<file path="src/rtl/alu_pkg.sv">
// Shared types and constants for the ALU scheduler slice.
// ALU op encodings, R-type decode constants and scheduler FSM states.
package alu_pkg;

   typedef enum logic [3:0] {
      OP_ADD     = 4'b0000,
      OP_SUB     = 4'b0001,
      OP_AND     = 4'b0010,
      OP_OR      = 4'b0011,
      OP_XOR     = 4'b0100,
      OP_SLL     = 4'b0111,
      OP_SRL     = 4'b1000,
      OP_SRA     = 4'b1001,
      OP_ILLEGAL = 4'b1111
   } alu_op_e;

   localparam logic [6:0] OPC_RTYPE = 7'b0110011;

   localparam logic [6:0] F7_BASE = 7'b0000000;
   localparam logic [6:0] F7_ALT  = 7'b0100000;

   localparam logic [2:0] F3_ADD = 3'b000;
   localparam logic [2:0] F3_SLL = 3'b001;
   localparam logic [2:0] F3_XOR = 3'b100;
   localparam logic [2:0] F3_SR  = 3'b101;
   localparam logic [2:0] F3_OR  = 3'b110;
   localparam logic [2:0] F3_AND = 3'b111;

   typedef enum logic [1:0] {
      S_IDLE = 2'd0,
      S_EXEC = 2'd1,
      S_RESP = 2'd2
   } sched_state_e;

endpackage

</file>
<file path="src/rtl/alu_op_decode.sv">
// Combinational R-type decoder: {opcode, funct7, funct3} -> ALU op.
// Ports: opcode/funct7/funct3 in, op out (OP_ILLEGAL if unsupported).
module alu_op_decode
   import alu_pkg::*;
(
   input  logic [6:0] opcode,
   input  logic [6:0] funct7,
   input  logic [2:0] funct3,
   output alu_op_e    op
);

   always_comb begin
      op = OP_ILLEGAL;
      if (opcode == OPC_RTYPE) begin
         unique case ({funct7, funct3})
            {F7_BASE, F3_ADD}: op = OP_ADD;
            {F7_ALT,  F3_ADD}: op = OP_SUB;
            {F7_BASE, F3_AND}: op = OP_AND;
            {F7_BASE, F3_OR }: op = OP_OR;
            {F7_BASE, F3_XOR}: op = OP_XOR;
            {F7_BASE, F3_SLL}: op = OP_SLL;
            {F7_BASE, F3_SR }: op = OP_SRL;
            {F7_ALT,  F3_SR }: op = OP_SRA;
            default:           op = OP_ILLEGAL;
         endcase
      end
   end

endmodule

</file>
<file path="src/rtl/alu_scheduler.sv">
// Round-robin scheduler sharing one combinational ALU among N_REQ requesters.
// Ports: req_* valid/ready request channels, alu_* to/from shared ALU,
// rsp_* single tagged response channel (valid/ready).
module alu_scheduler
   import alu_pkg::*;
#(
   parameter int N_REQ = 4,
   parameter int XLEN  = 32
) (
   input  logic                             clk,
   input  logic                             rst_n,
   input  logic [N_REQ-1:0]                 req_valid,
   output logic [N_REQ-1:0]                 req_ready,
   input  logic [N_REQ-1:0][6:0]            req_opcode,
   input  logic [N_REQ-1:0][6:0]            req_funct7,
   input  logic [N_REQ-1:0][2:0]            req_funct3,
   input  logic [N_REQ-1:0][XLEN-1:0]       req_a,
   input  logic [N_REQ-1:0][XLEN-1:0]       req_b,
   output logic [3:0]                       alu_op,
   output logic [XLEN-1:0]                  alu_a,
   output logic [XLEN-1:0]                  alu_b,
   input  logic [XLEN-1:0]                  alu_result,
   output logic                             rsp_valid,
   input  logic                             rsp_ready,
   output logic [$clog2(N_REQ)-1:0]         rsp_id,
   output logic [XLEN-1:0]                  rsp_result,
   output logic                             rsp_illegal
);

   localparam int IW = $clog2(N_REQ);

   sched_state_e  state, nstate;
   logic [IW-1:0] rr_ptr;
   logic [IW-1:0] gnt_idx;
   logic [IW-1:0] iss_id;
   alu_op_e       iss_op;
   alu_op_e       dec_op;
   logic          grant;

   // First valid index at or after p, wrapping. Lowest offset wins,
   // so scan from the far end and let nearer hits overwrite.
   function automatic logic [IW-1:0] rr_pick(
      input logic [N_REQ-1:0] v,
      input logic [IW-1:0]    p
   );
      logic [IW-1:0] idx;
      rr_pick = p;
      for (int i = N_REQ - 1; i >= 0; i--) begin
         idx = IW'((int'(p) + i) % N_REQ);
         if (v[idx]) rr_pick = idx;
      end
   endfunction

   assign gnt_idx = rr_pick(req_valid, rr_ptr);

   alu_op_decode u_dec (
      .opcode (req_opcode[gnt_idx]),
      .funct7 (req_funct7[gnt_idx]),
      .funct3 (req_funct3[gnt_idx]),
      .op     (dec_op)
   );

   always_ff @(posedge clk or negedge rst_n) begin
      if (!rst_n) state <= S_IDLE;
      else        state <= nstate;
   end

   // rst_n gates grant so no handshake completes while held in reset.
   always_comb begin
      nstate = state;
      grant  = 1'b0;
      case (state)
         S_IDLE: begin
            if (rst_n && |req_valid) begin
               grant  = 1'b1;
               nstate = (dec_op == OP_ILLEGAL) ? S_RESP : S_EXEC;
            end
         end
         S_EXEC: nstate = S_RESP;
         S_RESP: begin
            if (rsp_ready) begin
               if (rst_n && |req_valid) begin
                  grant  = 1'b1;
                  nstate = (dec_op == OP_ILLEGAL) ? S_RESP : S_EXEC;
               end else begin
                  nstate = S_IDLE;
               end
            end
         end
         default: nstate = S_IDLE;
      endcase
   end

   always_comb begin
      req_ready = '0;
      if (grant) req_ready[gnt_idx] = 1'b1;
   end

   always_ff @(posedge clk or negedge rst_n) begin
      if (!rst_n) begin
         rr_ptr      <= '0;
         iss_id      <= '0;
         iss_op      <= OP_ILLEGAL;
         alu_a       <= '0;
         alu_b       <= '0;
         rsp_id      <= '0;
         rsp_result  <= '0;
         rsp_illegal <= 1'b0;
      end else begin
         if (grant) begin
            iss_id <= gnt_idx;
            iss_op <= dec_op;
            alu_a  <= req_a[gnt_idx];
            alu_b  <= req_b[gnt_idx];
            rr_ptr <= (gnt_idx == IW'(N_REQ - 1)) ? '0 : gnt_idx + 1'b1;
            // Illegal ops skip the ALU and respond directly.
            if (dec_op == OP_ILLEGAL) begin
               rsp_id      <= gnt_idx;
               rsp_result  <= '0;
               rsp_illegal <= 1'b1;
            end
         end
         if (state == S_EXEC) begin
            rsp_id      <= iss_id;
            rsp_result  <= alu_result;
            rsp_illegal <= 1'b0;
         end
      end
   end

   assign alu_op    = (state == S_EXEC) ? iss_op : OP_ILLEGAL;
   assign rsp_valid = (state == S_RESP);

endmodule

</file>
<file path="config.mk">
export PLATFORM = sky130hd
export DESIGN_NAME = alu_scheduler
export DESIGN_NICKNAME = d
export VERILOG_FILES = /design/src/rtl/alu_pkg.sv /design/src/rtl/alu_op_decode.sv /design/src/rtl/alu_scheduler.sv
export SDC_FILE = /design/constraint.sdc
export NUM_CORES = 1
export LEC_CHECK = 0
export CAP_MARGIN = 20
export CORE_AREA = 5 5 179 181
export CTS_CLUSTER_DIAMETER = 60
export DETAILED_ROUTE_END_ITERATION = 16
export DIE_AREA = 0 0 184 186
export PLACE_DENSITY = 0.66
export SLEW_MARGIN = 10
export SYNTH_ARGS = -nofsm -noshare
export SYNTH_HDL_FRONTEND = slang
export SYNTH_SLANG_ARGS = --single-unit
export TNS_END_PERCENT = 1
</file>
<file path="constraint.sdc">
create_clock -name clk -period 4.9 [get_ports clk]
set_input_delay 0.735 -clock clk [delete_from_list [all_inputs] [get_ports clk]]
set_output_delay 0.735 -clock clk [all_outputs]
set_load 0.01 [all_outputs]
</file>
=== Word-level counts from Yosys, hierarchy flattened ===
Cells that the tools add are included.

* Register bits: 109
* Input port bits: 363
* Output and inout bits: 108
* Word-level logic and storage cells: 88

* $add $sub $neg: 4
* $lt $le $gt $ge: 6
* Equal/unequal tests: 14
* Mux-type cells: 46
* Reductions and logical operators: 9

{| class="wikitable"
|+ Operators by type and width
! kind !! number
|-
| $mux W32 || 5
|-
| $bmux W32 S2 || 2
|-
| $eq A10 B3 Y1 const B || 4
|-
| $pmux W4 S8 || 1
|-
| $bmux W7 S2 || 2
|-
| $mux W2 || 12
|-
| $eq A10 B9 Y1 const B || 2
|-
| $lt A2 B3 Y1 const B || 5
|-
| $mux W7 || 2
|-
| $mux W4 || 3
|-
| $eq A10 B1 Y1 const B || 1
|-
| $logic_not A10 Y1 || 1
|-
| $mux W1 || 10
|-
| $bmux W1 S2 || 4
|-
| $eq A7 B6 Y1 const B || 1
|-
| $bmux W3 S2 || 1
|-
| $pmux W2 S3 || 1
|-
| $add A2 B1 Y2 const B || 2
|-
| $add A2 B2 Y2 const B || 2
|-
| $eq A2 B2 Y1 const B || 2
|-
| $eq A4 B4 Y1 const B || 1
|-
| $reduce_and A2 Y1 || 2
|-
| $reduce_bool A2 Y1 || 2
|-
| $reduce_or A4 Y1 || 1
|-
| other kinds (9) || 10
|}

=== Logic depth before layout (Yosys ltp) ===
Gate-level depths: netlist of the first run.

* Depth in word-level cells: 17
* Gate-level depth with buffers: 12
* Mapped depth without buffers: 9

=== By module ===
From an unflattened synthesis of the first run, not the netlist that was laid out.

* Cells, all modules: 588
* Area, all modules: 6472.5 sq um

{| class="wikitable"
|+ Modules (own cells, without submodules)
! module !! times used !! cells each !! area an instance (sq um) !! seq. area each (sq um)
|-
| alu_scheduler || 1 || 568 || 6346.1 || 2732.6
|-
| alu_op_decode || 1 || 20 || 126.4 || 0.0
|}

=== Least setup slack after synthesis of the first run ===
No wires, ideal clock.

* Path type: input-to-output
* Start: input port req_valid[0]
* End: output port req_ready[3]
* Arrival: 2.487 ns
* Required time: 4.165 ns
* Setup slack: 1.678 ns
* Stages: 8
* Path buffers: 3
* Cell sequence: nand2b_1 a32o_1 nor3_1 buf_2 clkbuf_1 clkbuf_1 ha_1 and2_1

* Longest elaborated chain between the ends: 11
* Elaborated cells between the ends (all ways): 23
* Those cells by class: 2 x order compare; 18 x mux; 3 x reduce/logical

{| class="wikitable"
|+ Ends and longest elaborated chain
! element !! RTL line !! RTL
|-
| start, declared || alu_scheduler.sv:12 || <nowiki>input logic [N_REQ-1:0] req_valid,</nowiki>
|-
| $bmux W1 S2 || alu_scheduler.sv:50 || <nowiki>if (v[idx]) rr_pick = idx;</nowiki>
|-
| $mux W1 (not written as such) || alu_scheduler.sv:50 ||
|-
| $mux W2 (3 in a row) || alu_scheduler.sv:50 ||
|-
| $mux W2 * || alu_scheduler.sv:50 ||
|-
| via gnt_idx[0] || alu_scheduler.sv:34 || <nowiki>logic [IW-1:0] gnt_idx;</nowiki>
|-
| $lt A2 B3 Y1 (not written as such) / $ge A2 B1 Y1 (equally long branches) || alu_scheduler.sv:96 || <nowiki>if (grant) req_ready[gnt_idx] = 1'b1;</nowiki>
|-
| $logic_and A1 B1 Y1 (not written as such) || alu_scheduler.sv:96 ||
|-
| $mux W1 (not written as such) || alu_scheduler.sv:96 ||
|-
| $demux W1 S2 * || alu_scheduler.sv:96 ||
|-
| $mux W4 * || alu_scheduler.sv:96 ||
|-
| end, declared || alu_scheduler.sv:13 || <nowiki>output logic [N_REQ-1:0] req_ready,</nowiki>
|}

Mark *: on every way through the listed nets, which the timed path passes. The rest lies on a longest branch. The select of a mux whose other input is x is not followed.

=== Final worst setup path of the first run ===
* Start: input port req_valid[2]
* End: output port req_ready[2]

* Longest elaborated chain between the ends: 11
* Elaborated cells between the ends (all ways): 23
* Those cells by class: 2 x order compare; 18 x mux; 3 x reduce/logical

{| class="wikitable"
|+ Ends and longest elaborated chain
! element !! RTL line
|-
| $bmux W1 S2 || alu_scheduler.sv:50
|-
| $mux W1 (not written as such) || alu_scheduler.sv:50
|-
| $mux W2 (4 in a row) || alu_scheduler.sv:50
|-
| $lt A2 B3 Y1 (not written as such) / $ge A2 B1 Y1 (equally long branches) || alu_scheduler.sv:96
|-
| $logic_and A1 B1 Y1 (not written as such) || alu_scheduler.sv:96
|-
| $mux W1 (not written as such) || alu_scheduler.sv:96
|-
| $demux W1 S2 || alu_scheduler.sv:96
|-
| $mux W4 * || alu_scheduler.sv:96
|}

Mark *: on every way between the ends. The rest lies on a longest branch, timed or not. The select of a mux whose other input is x is not followed.

==> results by group, run 1 <==
Outcome
  – Status: complete, no violations

Hold path
  – Worst Hold Depth: 2
  – Hold WC Path Type: reg -> reg
  – Hold_sp: alu_a[8]
  – Hold EP: alu_a[8]

Finish
  – Nets: 1776
  – Share of layout cells above drive strength 1: 3.18%
  – Final Non-Filler Cells: 1812
  – Commonest cells after routing, fill and taps aside: clkdlybuf4s50_1, nand2_1, a21oi_1
  – Fill cells: 3093
  – Multi-input logic area: 0.00374 mm^2
  – Cell area after layout: 0.0121 mm^2
  – Most common cell after layout, fill and taps aside: clkdlybuf4s50_1
  – Synth-to-Final Area Change: 78.6%
  – Register Area: 0.00273 mm^2

Timing
  – RSZ-0062 raised after global routing: no
  – WHS: 477 ps
  – Final worst-path cycle share: 83.5%
  – Clock skew: 11.9 ps
  – Peak Freq: 244 MHz
  – Slew margin rel.: 39.2%
  – Aggregate negative setup slack: 0 ps
  – Final hold violation count: 0
  – Max Slew Vio Count: 0
  – Least-Margin Pin Slew: 911 ps
  – Setup violators final: 0
  – Fin crit period: 4090 ps

Yosys
  – Main synth FF type: dfrtp_1
  – Number of flops mapped to enable cells by yosys: 0
  – Mapped Nets: 1357
  – Register area share after synthesis: 40.3%
  – FFs w/ async S/R, synth: 100%
  – Post-synthesis cell area: 0.00678 mm^2
  – Yosys warns: 0
  – Synth Area per Inst: 6.85 um^2
  – Cells after Synth: 990
  – Netlist cell types: 53
  – Flops & latches, synth: 109

Floorplanning
  – Die Ht: 186 um
  – Die ar.: 0.0342 mm^2
  – CORE AREA: 0.0303 mm^2
  – Initial Utilization: 22.4%
  – Std-Cell Rows: 64
  – Width of the die: 184 um
  – Ports: 471

Drt
  – Detail Route Antenna Nets: 0
  – DR vias/cell: 4.54
  – Routed WL: 30100 um
  – Vias: 8232
  – DRC: 0
  – Avg WL per Cell: 16.6 um
  – Pre-antenna DRT Iters: 5
  – Initial DRC Count: 365

Worst setup path
  – R2R depth: 10
  – CP Max Fanout: 28
  – Crit path capture type: primary output
  – Worst r2r src: rr_ptr[1]
  – CP arrival: 3360 ps
  – Crit path required time: 4160 ps
  – Worst reg-to-reg setup slack: 1360 ps
  – Crit Path Class: in -> out
  – FF-to-FF End: rsp_illegal
  – Worst setup SP type: input pin

Global routing
  – GR Util All Layers: 16.5%
  – Initial antenna violation count: 2
  – Largest net degree at the start of global routing: 138
  – Vias in the first global route: 7941
  – First-pass GRT wire length: 44800 um
  – Total gr overflow: 0

Pwr
  – Total power: 5.11 mW
  – PD cells: 422 mW/mm^2
  – Max rail drop VDD: 0.245 mV
  – Leak: 4.90 nW

Clocking
  – Hold bufs inserted after CTS: 0
  – Postcts setup bufs: 0
  – H-tree depth: 3
  – TritonCTS clock tree: done
  – CTS sink count: 109
  – Clock Pin Slew Worst Setup and Hold Paths: 80 ps
  – CTS-repair resized insts: 0
  – Clock Path Buffers: 2
  – Later-pin clock latency in the skew report: 350 ps
  – TritonCTS Buffers: 9
  – Root Driver: clkbuf_16

Placed design
  – Placed Cells: 1794
  – DP Wirelength: 23500 um
  – Placed cell areas: 0.0118 mm^2
  – Routability congestion estimate: 0.833
  – Port bufs: 470

Job
  – MaxCap Viol Count: 0
per-stage QoR:
stage	utilization [%]	worst slack, ps
6_report	40.0	809
2_1_floorplan	-	1680
5_1_grt	40.0	638
3_5_place_dp	39.0	594
4_1_cts	40.0	797
3_3_place_gp	39.0	678
Yosys cell counts (all sizes together), types with 3 or more instances:
cell	instances	area share, %
nand2	402	22
or4	4	0.44
nor2b	5	0.46
a211oi	4	0.44
inv	4	0.26
dfrtp	105	39
ha	4	0.74
a32o	3	0.44
and2	7	0.65
dfstp	4	1.6
nand4b	4	0.52
nand2b	8	0.74
a21oi	129	9.5
buf	14	0.92
nor3	8	0.59
clkbuf	62	3.4
o21ai	101	7.5
o31ai	3	0.33
o31a	4	0.52
nor2	75	4.3
mux2i	4	0.59
o21a	3	0.33
state kept, by name, summed over array words and instances, names as in the netlist:
signal       cells
alu_b           32
alu_a           32
rsp_illegal      1
rsp_result      32
rsp_id           2
iss_op           4
state            2
rr_ptr           2
iss_id           2
layer usage:
layer | vias to the layer above | wire, um | track usage (%)
met5 | - | 0 | 0
met4 | 0 | 568 | 4.67
met3 | 29 | 2790 | 5.45
met2 | 346 | 14600 | 27.4
met1 | 3743 | 12200 | 20.6
li1 | 4114 | - | -
cells by family after synthesis:
logic type | count (synthesis) | share of synthesized area (%)
AOI/OAI and AO/OA | 265 | 21.9
xor gates and xnor gates | 1 | 0.129
adders and majority gates | 4 | 0.738
buffers and inverters | 80 | 4.61
DFF | 109 | 40.3
muxes | 5 | 0.757
and+or+nand+nor | 526 | 31.6
critical path: stages:
cell and delay [ps]:
clkdlybuf4s50_1 540, nor2b_1 270, o21a_1 450, nor3_2 80, buf_4 200, inv_4 240, ha_1 190, and2_1 110
clkdlybuf4s50_1 540
power by group:
part	internal (mW)	switching, mW
combinational	1.33	1.62
clock	0.359	0.383
sequential	1.22	0.197
total	2.91	2.20
layout make-up:
type	count	area share (%)
Antenna cell	2	0.0413
Clock buffer	9	1.86
Clock inverter	7	0.548
Inverter	4	0.165
Multi-Input combinational cell	801	30.9
Sequential cell	109	22.6
Tap cell	396	4.09
Timing Repair Buffer	484	39.8
how the worst max path moves through the flow:
stage	startpoint	end	slack, ps
after floorplan	req_valid[0]	req_ready[3]	1680
after global placement	req_valid[3]	rsp_illegal	680
after detailed placement	req_valid[3]	rsp_illegal	590
after CTS	req_valid[2]	req_ready[2]	800
after global routing	req_valid[3]	rsp_illegal	640
final	req_valid[2]	req_ready[2]	810
Power figures use the tool's default switching activity.
==> run 2, diff against run 1 <==
- CORE_AREA: 5 5 179 181 -> 5 5 178 180
- DIE_AREA: 0 0 184 186 -> 0 0 183 185
- PLACE_DENSITY: 0.66 -> 0.68
- clock period: 4.9 -> 3.7 ns (I/O delays scaled with it)
==> run 2 against run 1 <==
Power increased by 36%. Global-route usage increased by 0.41 points. Register-to-register slack got worse by 590 ps. Die area decreased by 1.1%. Via count increased by 1.3%. Setup slack got worse by 610 ps. Sequential share of layout area decreased by 0.20 points. Sequential cell count unchanged. Hold slack got worse by 9.0 ps. Clock skew decreased by 2.0 ps. Wire length increased by 1.9%. Largest cell class unchanged.
==> results by group, run 2 (same netlist as run 1, synthesis figures left out) <==
Timing
  – Fin crit period: 3500 ps
  – Clock skew: 9.86 ps
  – Max Slew Vio Count: 0
  – Setup WS post-layout: 196 ps
  – Final worst-path cycle share: 94.7%
  – Final hold violation count: 0
  – Setup violators final: 0
  – Least-Margin Pin Slew: 882 ps
  – Aggregate negative setup slack: 0 ps
  – Peak Freq: 285 MHz
  – Slew margin rel.: 41.2%
  – RSZ-0062 raised after global routing: no

Finish
  – ANT cells: 0
  – Most common cell after layout, fill and taps aside: clkdlybuf4s50_1
  – Fill cells: 3098
  – Share of layout cells above drive strength 1: 3.73%
  – Largest regs: alu_a x32, alu_b x32, rsp_result x32
  – Final Non-Filler Cells: 1816
  – Synth-to-Final Area Change: 80.1%
  – Commonest cells after routing, fill and taps aside: clkdlybuf4s50_1, nand2_1, a21oi_1
  – Nets: 1782

Worst setup path
  – Crit Path Class: in -> out
  – Crit path capture type: primary output
  – Worst setup SP type: input pin
  – CP arrival: 2950 ps
  – Worst reg-to-reg setup slack: 770 ps
  – CP Max Fanout: 27
  – Crit path required time: 3140 ps

Clocking
  – CTS sink count: 109
  – Later-pin clock latency in the skew report: 350 ps
  – H-tree depth: 3
  – Hold bufs inserted after CTS: 0
  – Clock Pin Slew Worst Setup and Hold Paths: 80 ps
  – TritonCTS Buffers: 9
  – Clock Path Buffers: 2
  – Root Driver: clkbuf_16
  – TritonCTS clock tree: done

Global routing
  – First-pass GRT wire length: 45300 um
  – Grt peak-use layer: met2
  – Largest net degree at the start of global routing: 113
  – Total gr overflow: 0
  – Met2 Usage GRT: 29.8%
  – GR Util All Layers: 16.9%
  – GR Util met1: 20.0%
  – Vias in the first global route: 8066
  – Initial antenna violation count: 1
  – Grt met3 use: 4.91%

Drt
  – Vias: 8335
  – Initial DRC Count: 340
  – Routed WL: 30700 um
  – DRC: 0
  – Avg WL per Cell: 16.9 um
  – Detail Route Antenna Nets: 0
  – Pre-antenna DRT Iters: 5
  – DR vias/cell: 4.59

Job
  – MaxCap Viol Count: 0

Placed design
  – Pre-CTS setup slack: 69.7 ps
  – Placed Cells: 1800
  – DP Wirelength: 24100 um
  – Routability congestion estimate: 0.912
  – Port bufs: 470

Floorplanning
  – CORE AREA: 0.0300 mm^2
  – Initial Utilization: 22.6%
  – Std-Cell Rows: 64
  – Ports: 471
  – Die Ht: 185 um
  – Width of the die: 183 um
  – Die ar.: 0.0339 mm^2

Pwr
  – Leak: 4.97 nW
  – Max rail drop VDD: 0.405 mV
  – PD cells: 568 mW/mm^2

Hold path
  – Hold WC Path Type: in -> async

Outcome
  – Status: complete, no violations
## run 2: changes by cell type in the layout (fill, tap and decap cells not counted), moves of 2 or more
cell / before / now
clkinvlp_4: 2 / 0
buf_4: 14 / 17
buf_12: 1 / 4
diode_2: 2 / 0
## run 2: worst max-delay path, stage by stage
cell	delay [ps]
clkdlybuf4s50_1	490
nor2b_1	180
or4_1	580
nand2_4	140
inv_4	160
ha_1	220
and2_1	140
clkdlybuf4s50_1	490
## run 2: area by class of cell
cell class	instances	area, um^2	share of cell area (%)
Timing Repair Buffer	490	4900	40.2
Clock inverter	7	90.1	0.738
Multi-Input combinational cell	801	3740	30.7
Inverter	4	20.0	0.164
Sequential cell	109	2730	22.4
Clock buffer	9	225	1.84
Tap cell	396	495	4.06
## run 2: routing by layer
| metal | routed length, um | up-vias |
|---|---|---|
| met4 | 873 | 2 |
| met3 | 2530 | 45 |
| li1 | - | 4130 |
| met2 | 15200 | 340 |
| met1 | 12000 | 3818 |
| met5 | 20 | - |
## run 2: stage by stage
stage / hold WS, ps / utilization (%) / cell area, um^2 / power, mW
3_5_place_dp: 463 / 39.6 / 11900 / 5.96
6_report: 468 / 40.7 / 12200 / 6.93
3_3_place_gp: 456 / 39.6 / 11900 / 5.90
2_1_floorplan: 259 / - / 6780 / 3.94
5_1_grt: 504 / 40.7 / 12200 / 7.52
4_1_cts: 482 / 40.7 / 12200 / 7.06
## run 2: power breakdown
| part | switching [mW] | internal, mW |
|---|---|---|
| logic | 2.16 | 1.82 |
| clock network | 0.511 | 0.547 |
| registers | 0.278 | 1.62 |
| total | 2.95 | 3.98 |
## run 2: final timing paths
path | from | cells after the start | end
max reg2reg | rr_ptr[1] | 9 | rsp_illegal
max in group asynchronous | rst_n | 3 | alu_a[14]
min reg2reg | iss_id[1] | 2 | iss_id[1]
max | req_valid[0] | 8 | req_ready[0]
min in group clk | iss_id[1] | 2 | iss_id[1]
min | rst_n | 2 | alu_b[10]
## run 2: what timing repair did
| item | CTS | global route |
|---|---|---|
| setup buffers | 0 | 0 |
| setup endpoints to repair | 0 | 4 |
| resized for setup | 0 | 3 |
